[config.mk]
export PLATFORM = sky130hd
export DESIGN_NAME = mem_arbiter
export DESIGN_NICKNAME = d
export VERILOG_FILES = /design/src/rtl/mem_arbiter.sv
export SDC_FILE = /design/constraint.sdc
export NUM_CORES = 1
export LEC_CHECK = 0
export CAP_MARGIN = 20
export CELL_PAD_IN_SITES_DETAIL_PLACEMENT = 1
export CELL_PAD_IN_SITES_GLOBAL_PLACEMENT = 1
export CORE_AREA = 2 2 543 545
export DETAILED_ROUTE_END_ITERATION = 7
export DIE_AREA = 0 0 545 547
export PLACE_DENSITY_LB_ADDON = 0.1
export SYNTH_ARGS = -nofsm -noshare
export SYNTH_HDL_FRONTEND = slang
export SYNTH_SLANG_ARGS = --single-unit
[constraint.sdc]
create_clock -name clk_i -period 3.2 [get_ports clk_i]
set_input_delay 0.64 -clock clk_i [delete_from_list [all_inputs] [get_ports clk_i]]
set_output_delay 0.64 -clock clk_i [all_outputs]
set_load 0.01 [all_outputs]
[src/rtl/mem_arbiter.sv]
// Round-robin arbiter sharing one upper-memory line port between an I-cache and a D-cache.
// Memory completions are forwarded with zero added latency; a RELEASE cycle separates grants.
module mem_arbiter #(
    parameter int ByteOffsetBits = 5,
    localparam int LineSize = 8 * (2 ** ByteOffsetBits)
) (
    input  logic                clk_i,
    input  logic                rstn_i,

    input  logic [31:0]         i_addr_i,
    input  logic                i_read_en_i,
    output logic                i_read_valid_o,
    output logic [LineSize-1:0] i_read_data_o,

    input  logic [31:0]         d_addr_i,
    input  logic                d_read_en_i,
    output logic                d_read_valid_o,
    output logic [LineSize-1:0] d_read_data_o,
    input  logic                d_write_en_i,
    input  logic [LineSize-1:0] d_write_data_i,
    output logic                d_write_valid_o,

    output logic [31:0]         mem_addr_o,
    output logic                mem_read_en_o,
    input  logic                mem_read_valid_i,
    input  logic [LineSize-1:0] mem_read_data_i,
    output logic                mem_write_en_o,
    output logic [LineSize-1:0] mem_write_data_o,
    input  logic                mem_write_valid_i,

    output logic                protocol_err_o
);

    typedef enum logic [1:0] {IDLE, SERVE_I, SERVE_D, RELEASE} state_e;

    state_e state_q, state_d;
    logic   lastGrant_q, lastGrant_d;
    logic   protocolErr_q, protocolErr_d;

    logic iPend, dPend;
    logic iDone, dReadDone, dWriteDone;
    logic memErr;

    assign iPend = i_read_en_i;
    assign dPend = d_read_en_i | d_write_en_i;

    always_comb begin
        mem_addr_o       = '0;
        mem_read_en_o    = 1'b0;
        mem_write_en_o   = 1'b0;
        mem_write_data_o = '0;
        case (state_q)
            SERVE_I: begin
                mem_addr_o    = i_addr_i;
                mem_read_en_o = i_read_en_i;
            end
            SERVE_D: begin
                mem_addr_o = d_addr_i;
                if (d_write_en_i) begin
                    mem_write_en_o   = 1'b1;
                    mem_write_data_o = d_write_data_i;
                end else begin
                    mem_read_en_o = d_read_en_i;
                end
            end
            default: ;
        endcase
    end

    // A completion only counts when it matches the operation currently forwarded to memory.
    assign iDone      = (state_q == SERVE_I) & mem_read_en_o & mem_read_valid_i;
    assign dReadDone  = (state_q == SERVE_D) & mem_read_en_o & mem_read_valid_i;
    assign dWriteDone = (state_q == SERVE_D) & mem_write_en_o & mem_write_valid_i;
    assign memErr     = (mem_read_valid_i & ~mem_read_en_o) | (mem_write_valid_i & ~mem_write_en_o);

    assign i_read_valid_o  = iDone;
    assign d_read_valid_o  = dReadDone;
    assign d_write_valid_o = dWriteDone;
    assign i_read_data_o   = mem_read_data_i;
    assign d_read_data_o   = mem_read_data_i;
    assign protocol_err_o  = protocolErr_q;

    always_comb begin
        state_d       = state_q;
        lastGrant_d   = lastGrant_q;
        protocolErr_d = protocolErr_q | memErr;
        case (state_q)
            IDLE: begin
                if (iPend && dPend) begin
                    state_d = lastGrant_q ? SERVE_I : SERVE_D;
                end else if (iPend) begin
                    state_d = SERVE_I;
                end else if (dPend) begin
                    state_d = SERVE_D;
                end
            end
            SERVE_I: begin
                if (iDone) begin
                    state_d     = RELEASE;
                    lastGrant_d = 1'b0;
                end else if (!iPend) begin
                    state_d = RELEASE;
                end
            end
            SERVE_D: begin
                if (dReadDone || dWriteDone) begin
                    state_d     = RELEASE;
                    lastGrant_d = 1'b1;
                end else if (!dPend) begin
                    state_d = RELEASE;
                end
            end
            default: state_d = IDLE;
        endcase
    end

    always_ff @(posedge clk_i or negedge rstn_i) begin
        if (!rstn_i) begin
            state_q       <= IDLE;
            lastGrant_q   <= 1'b1;
            protocolErr_q <= 1'b0;
        end else begin
            state_q       <= state_d;
            lastGrant_q   <= lastGrant_d;
            protocolErr_q <= protocolErr_d;
        end
    end

endmodule

### Yosys cells after proc, flatten, opt, wreduce, memory -nomap -nowiden

Index checks and enable logic that the tools add are counted.

| storage, ports and cells | value |
|---|---|
| register bits | 4 |
| bits of input ports | 583 |
| output and inout bits | 806 |
| logic and storage cells | 48 |

| cells by class | value |
|---|---|
| bitwise operators | 13 |
| mux-type cells | 19 |
| equal/unequal tests | 7 |
| reductions and logical operators | 6 |

Operators with widths:

| kind | number |
|---|---|
| two-way mux 256 bit | 2 |
| one-hot mux 32 bit (2 select lines) | 1 |
| two-way mux 2 bit | 8 |
| bitwise AND 1 bit | 8 |
| one-hot mux 2 bit (3 select lines) | 1 |
| AND reduction 3 bit | 2 |
| two-way mux 1 bit | 5 |
| inequality test 4 bit (second input constant) | 1 |
| one-hot mux 1 bit (2 select lines) | 2 |
| inequality test 3 x 2 -> 1 bit (second input constant) | 1 |
| inequality test 3 bit (second input constant) | 1 |
| bitwise OR 1 bit | 3 |
| == test 2 x 1 -> 1 bit (second input constant) | 1 |
| == test 2 bit (second input constant) | 1 |
| logical NOT 2 bit | 1 |
| inequality test 2 x 1 -> 1 bit (second input constant) | 1 |
| inequality test 2 bit (second input constant) | 1 |
| inverter 1 bit | 2 |
| nonzero test 2 bit | 1 |
| logical AND 1 bit | 1 |
| logical OR 1 bit | 1 |

### Depth between registers and ports, before layout

| depth | value |
|---|---|
| depth in word-level cells | 7 |
| gate-level depth with buffers | 7 |
| depth with buffers taken out | 6 |

### Worst setup path before layout

Ideal clock, no wire load.

| path | value |
|---|---|
| kind | in2out |
| start | input port d_write_en_i |
| end | output port i_read_valid_o |
| data arrival time | 1.639 ns |
| path buffers | 1 |
| cell stages on the path | 4 |
| path slack | 0.921 ns |
| required time | 2.560 ns |
| path through | buf_4 > nand3b_1 > a21boi_0 > and3_1 |

| between the ends | value |
|---|---|
| longest elaborated chain between the ends | 4 |

RTL lines:

| element | RTL line | RTL |
|---|---|---|
| start, declared | 19 | `input logic d_write_en_i,` |
| two-way mux 1 bit | 59 | `if (d_write_en_i) begin` |
| one-hot mux 1 bit (2 select lines) | 52 | `case (state_q)` |
| named net mem_read_en_o | 24 | `output logic mem_read_en_o,` |
| bitwise AND 1 bit (2 in series) | 71 | `assign iDone = (state_q == SERVE_I) & mem_read_en_o & mem_read_valid_i;` |
| end, declared | 12 | `output logic i_read_valid_o,` |

The timed path passes the listed nets, and every way through them passes these cells.

### Worst setup path after layout

| path | value |
|---|---|
| start | register state_q[0] |
| end | output port mem_write_data_o[193] |

| between the ends | value |
|---|---|
| longest elaborated chain between the ends | 2 |

RTL lines:

| element | RTL line | RTL |
|---|---|---|
| start, declared | 36 | `state_e state_q, state_d;` |
| start signal, assigned | 123 | `state_q <= state_d;` |
| == test 2 bit | 52 |  |
| two-way mux 256 bit | 52 |  |
| end, declared | 28 | `output logic [LineSize-1:0] mem_write_data_o,` |

No other way between the ends.

==> flow_metrics.py <==
metrics = {
    "synthesis": {
        "yosys.area.top_type": "buf_4",
        "yosysWarnings": 0,
        "syn-num-nets": 1527,
        "synth_flop_cell": "dfrtp_1",
        "yosys-top-cells-area": "buf_4 (59%), and3_1 (25%), a22oi_1 (3.7%), clkbuf_1 (3.6%), nor2b_1 (3.1%)",
        "synthArstFlopShare_pct": 100,
        "yosysMostFrequentCell": "buf_4",
        "ys_top_cells_by_count": "buf_4 (513), and3_1 (258), clkbuf_1 (62)",
        "synthDistinctLibCells": 25,
        "synth_edf_count": 0,
        "synth_area_per_cell_sq_um": 6.92,
        "syn-cell-area_sq_um": 6500,
        "ys_ff_latch": 4,
        "post_synth_inst_count": 939,
        "yosysSeqAreaShare_pct": 1.56,
        "synth_top_cell_area_share_pct": 59.3,
    },
    "timing": {
        "max-slew-margin-rel_pct": 58.7,
        "fin_setup_tns_ns": 0,
        "worst_hold_slack_ns": 0.492,
        "period_share_pct": 95.2,
        "tightestPinTransition_ns": 0.620,
        "period_minus_slack_ns": 3.05,
        "finalHoldViolCount": 0,
        "final.setup_skew_ns": 0.00125,
        "setup_slack_ns": 0.154,
        "setup_viol": 0,
        "maxSlewViolCount": 0,
        "clock.fmax_mhz": 328,
    },
    "drt": {
        "drc": 0,
        "wire_per_inst_microns": 23.6,
        "first_iter_violations": 332,
        "via_count": 7117,
        "routed_wirelength_mm": 117,
        "drt-vias-per-instance": 1.44,
        "dr.pass1.iters": 4,
        "drtAntennaViolNets": 0,
    },
    "global_route": {
        "grt_use_total_pct": 7.56,
        "grt_start_max_net_pins": 72,
        "antenna_found_initial": 103,
        "grtUsageMet2_pct": 11.1,
        "overflow": 0,
        "grt_pass1_wl_mm": 137,
        "first_global_vias": 8037,
        "met3_usage_pct": 7.13,
        "top_usage_layer": "met2",
        "use_met1_pct": 7.50,
    },
    "final_layout": {
        "drive_gt1_share_pct": 24.0,
        "fillers": 34700,
        "final_nets": 1619,
        "syn_to_final_growth_pct": 139,
    },
    "worst_setup_path": {
        "cp_max_fo": 30,
        "critPathRequiredTime_ns": 2.56,
        "reg2reg_depth": 7,
        "crit_path_start_kind": "flip-flop",
        "slowest_stage": "clkdlybuf4s50_1",
        "worstPathCellList": "inv_1 > ha_4 > buf_12 > buf_12 > buf_12 > and3_1 > clkdlybuf4s50_1",
        "critPathArrivalTime_ns": 2.41,
        "critical_path.max_stage_delay_ns": 0.60,
        "worstSetupPathType": "flip-flop to output port",
        "r2r_slack_ns": 0.97,
        "crit_top_cell": "buf_12",
        "end_kind": "output port",
        "r2r-end": "state_q[0]$_DFFE_PN0P_",
        "r2r-start": "state_q[0]$_DFFE_PN0P_",
    },
    "clocking": {
        "numClockSinks": 4,
        "htreeDepth": 1,
        "ctsHoldBuffers": 0,
        "clockBufferDepth": 2,
        "ctsRootBufferMaster": "clkbuf_16",
        "cts_tree": "built",
        "clkLatencyLatePin_ns": 0.23,
        "cts.clk_slew.worst_paths_ns": 0.03,
        "cts_buffers": 3,
    },
    "place": {
        "hpwl_mm": 110,
        "gp_congestion": 0.725,
        "pre_cts_slack_ns": -0.195,
        "io_buffers": 620,
    },
    "pwr": {
        "p_per_area_nw_per_um2": 436,
        "vdd_drop_max_v": 0.000399,
        "leakage_nw": 5.16,
    },
    "floorplan": {
        "rows": 199,
        "initial_core_util_pct": 2.22,
        "core_sq_um": 293000,
        "dieArea_sq_um": 298000,
        "ios": 1389,
        "die_height_microns": 547,
        "die-width_microns": 545,
    },
    "hold_path": {
        "min_path_type": "flip-flop to flip-flop",
        "holdPathStages": 2,
        "min_to": "protocol_err_o$_DFF_PN0_",
        "min_from": "protocol_err_o$_DFF_PN0_",
    },
    "run": {
        "maxCapViolCount": 0,
    },
    "status": {
        "outcome": "completed",
    },
}
## routing by layer
layer / wire, microns / part of all wire [%] / vias up
met2: 47800 / 41 / 819
met1: 39400 / 34 / 3156
li1: - / - / 2770
met5: 15 / 0.013 / -
met4: 4600 / 3.9 / 4
met3: 25200 / 22 / 368
## cell families after synthesis
group | Yosys count | share of synthesized area [%]
AO/OA/AOI/OAI | 45 | 5.05
buffers and inverters | 586 | 63.6
AND/OR/NAND/NOR | 297 | 28.5
adder cells (fa/ha/maj) | 5 | 0.963
flip-flops | 4 | 1.56
multiplexers | 2 | 0.385
## worst max-delay path by stage
| stage | startpoint | to | slack, ns |
|---|---|---|---|
| final | state_q[0]$_DFFE_PN0P_ | mem_write_data_o[193] | 0.15 |
| after global routing | state_q[1]$_DFFE_PN0P_ | mem_addr_o[14] | -0.0003 |
| after CTS | state_q[0]$_DFFE_PN0P_ | mem_addr_o[7] | 0.05 |
| after detailed placement | state_q[1]$_DFFE_PN0P_ | mem_addr_o[3] | -0.20 |
| after global placement | state_q[0]$_DFFE_PN0P_ | mem_addr_o[3] | -0.17 |
| after floorplan | d_write_en_i | i_read_valid_o | 0.92 |
## placed cells by master (no fill, tap or decap)
master           instances
clkbuf_16                3
a21boi_0                 2
nand3_1                  1
a31oi_1                  2
a22oi_2                  8
inv_1                    5
nand3b_1                 1
buf_12                 157
a21oi_1                  2
clkdlybuf4s50_1        438
a22oi_1                 24
o31a_1                   1
diode_2                  4
dfstp_2                  1
nor2b_1                 31
mux2_4                   1
nand2_1                  3
buf_8                    1
buf_4                   72
nor2_1                   1
ha_1                     3
nor2b_2                  1
dfrtp_1                  3
mux2i_1                  1
a21oi_2                  1
clkbuf_1                 1
ha_4                     2
and3_1                 258
o21bai_1                 3
nor4b_1                  1
o21ai_0                  2
## timing repair
item                                    in CTS  in global routing
hold endpoints to repair                     0                  0
setup buffers                                2                  0
resized for setup                            9                  1
endpoints found under the setup margin      39                  1
pin swaps                                    0                  1
## cell type report
class / instances / area, sq um / area share, %
antenna: 4 / 10.0 / 0.0645
multi-input combinational: 349 / 2330 / 15.0
inverter: 5 / 18.8 / 0.121
timing repair buffer: 668 / 8080 / 52.1
sequential: 4 / 101 / 0.653
clock buffer: 4 / 78.8 / 0.508
tap: 3919 / 4900 / 31.6
## worst max-delay path, delay by kind of cell (launching register included)
family | cells | cell delay, ns
adder cells (fa/ha/maj) | 1 | 0.19
flip-flops | 1 | 0.43
AND/OR/NAND/NOR | 1 | 0.22
buffers and inverters | 5 | 1.28
## registers in the layout, summed over array words and instances, names as in the netlist
register and flops:
lastGrant_q 1, protocol_err_o 1, state_q 2
## power by group
part	leakage (nW)	total (mW)	switching, mW	internal [mW]
Combinational	5.08	6.45	3.42	3.03
Sequential	0.0431	0.101	0.0255	0.0759
Clock	0.0382	0.209	0.0433	0.165
Total	5.16	6.76	3.49	3.28
## stage by stage
step | power (mW) | utilization, % | instances | instance area, sq um
after detailed placement | 6.86 | 5.25 | 4943 | 15300
after CTS | 7.23 | 5.30 | 4949 | 15500
after global routing | 7.54 | 5.31 | 4952 | 15500
after floorplan | 2.46 | - | 939 | 6500
final | 6.76 | 5.31 | 4953 | 15500
after global placement | 6.87 | 5.25 | 4943 | 15300
No activity file was read; power rests on OpenSTA's default activity.
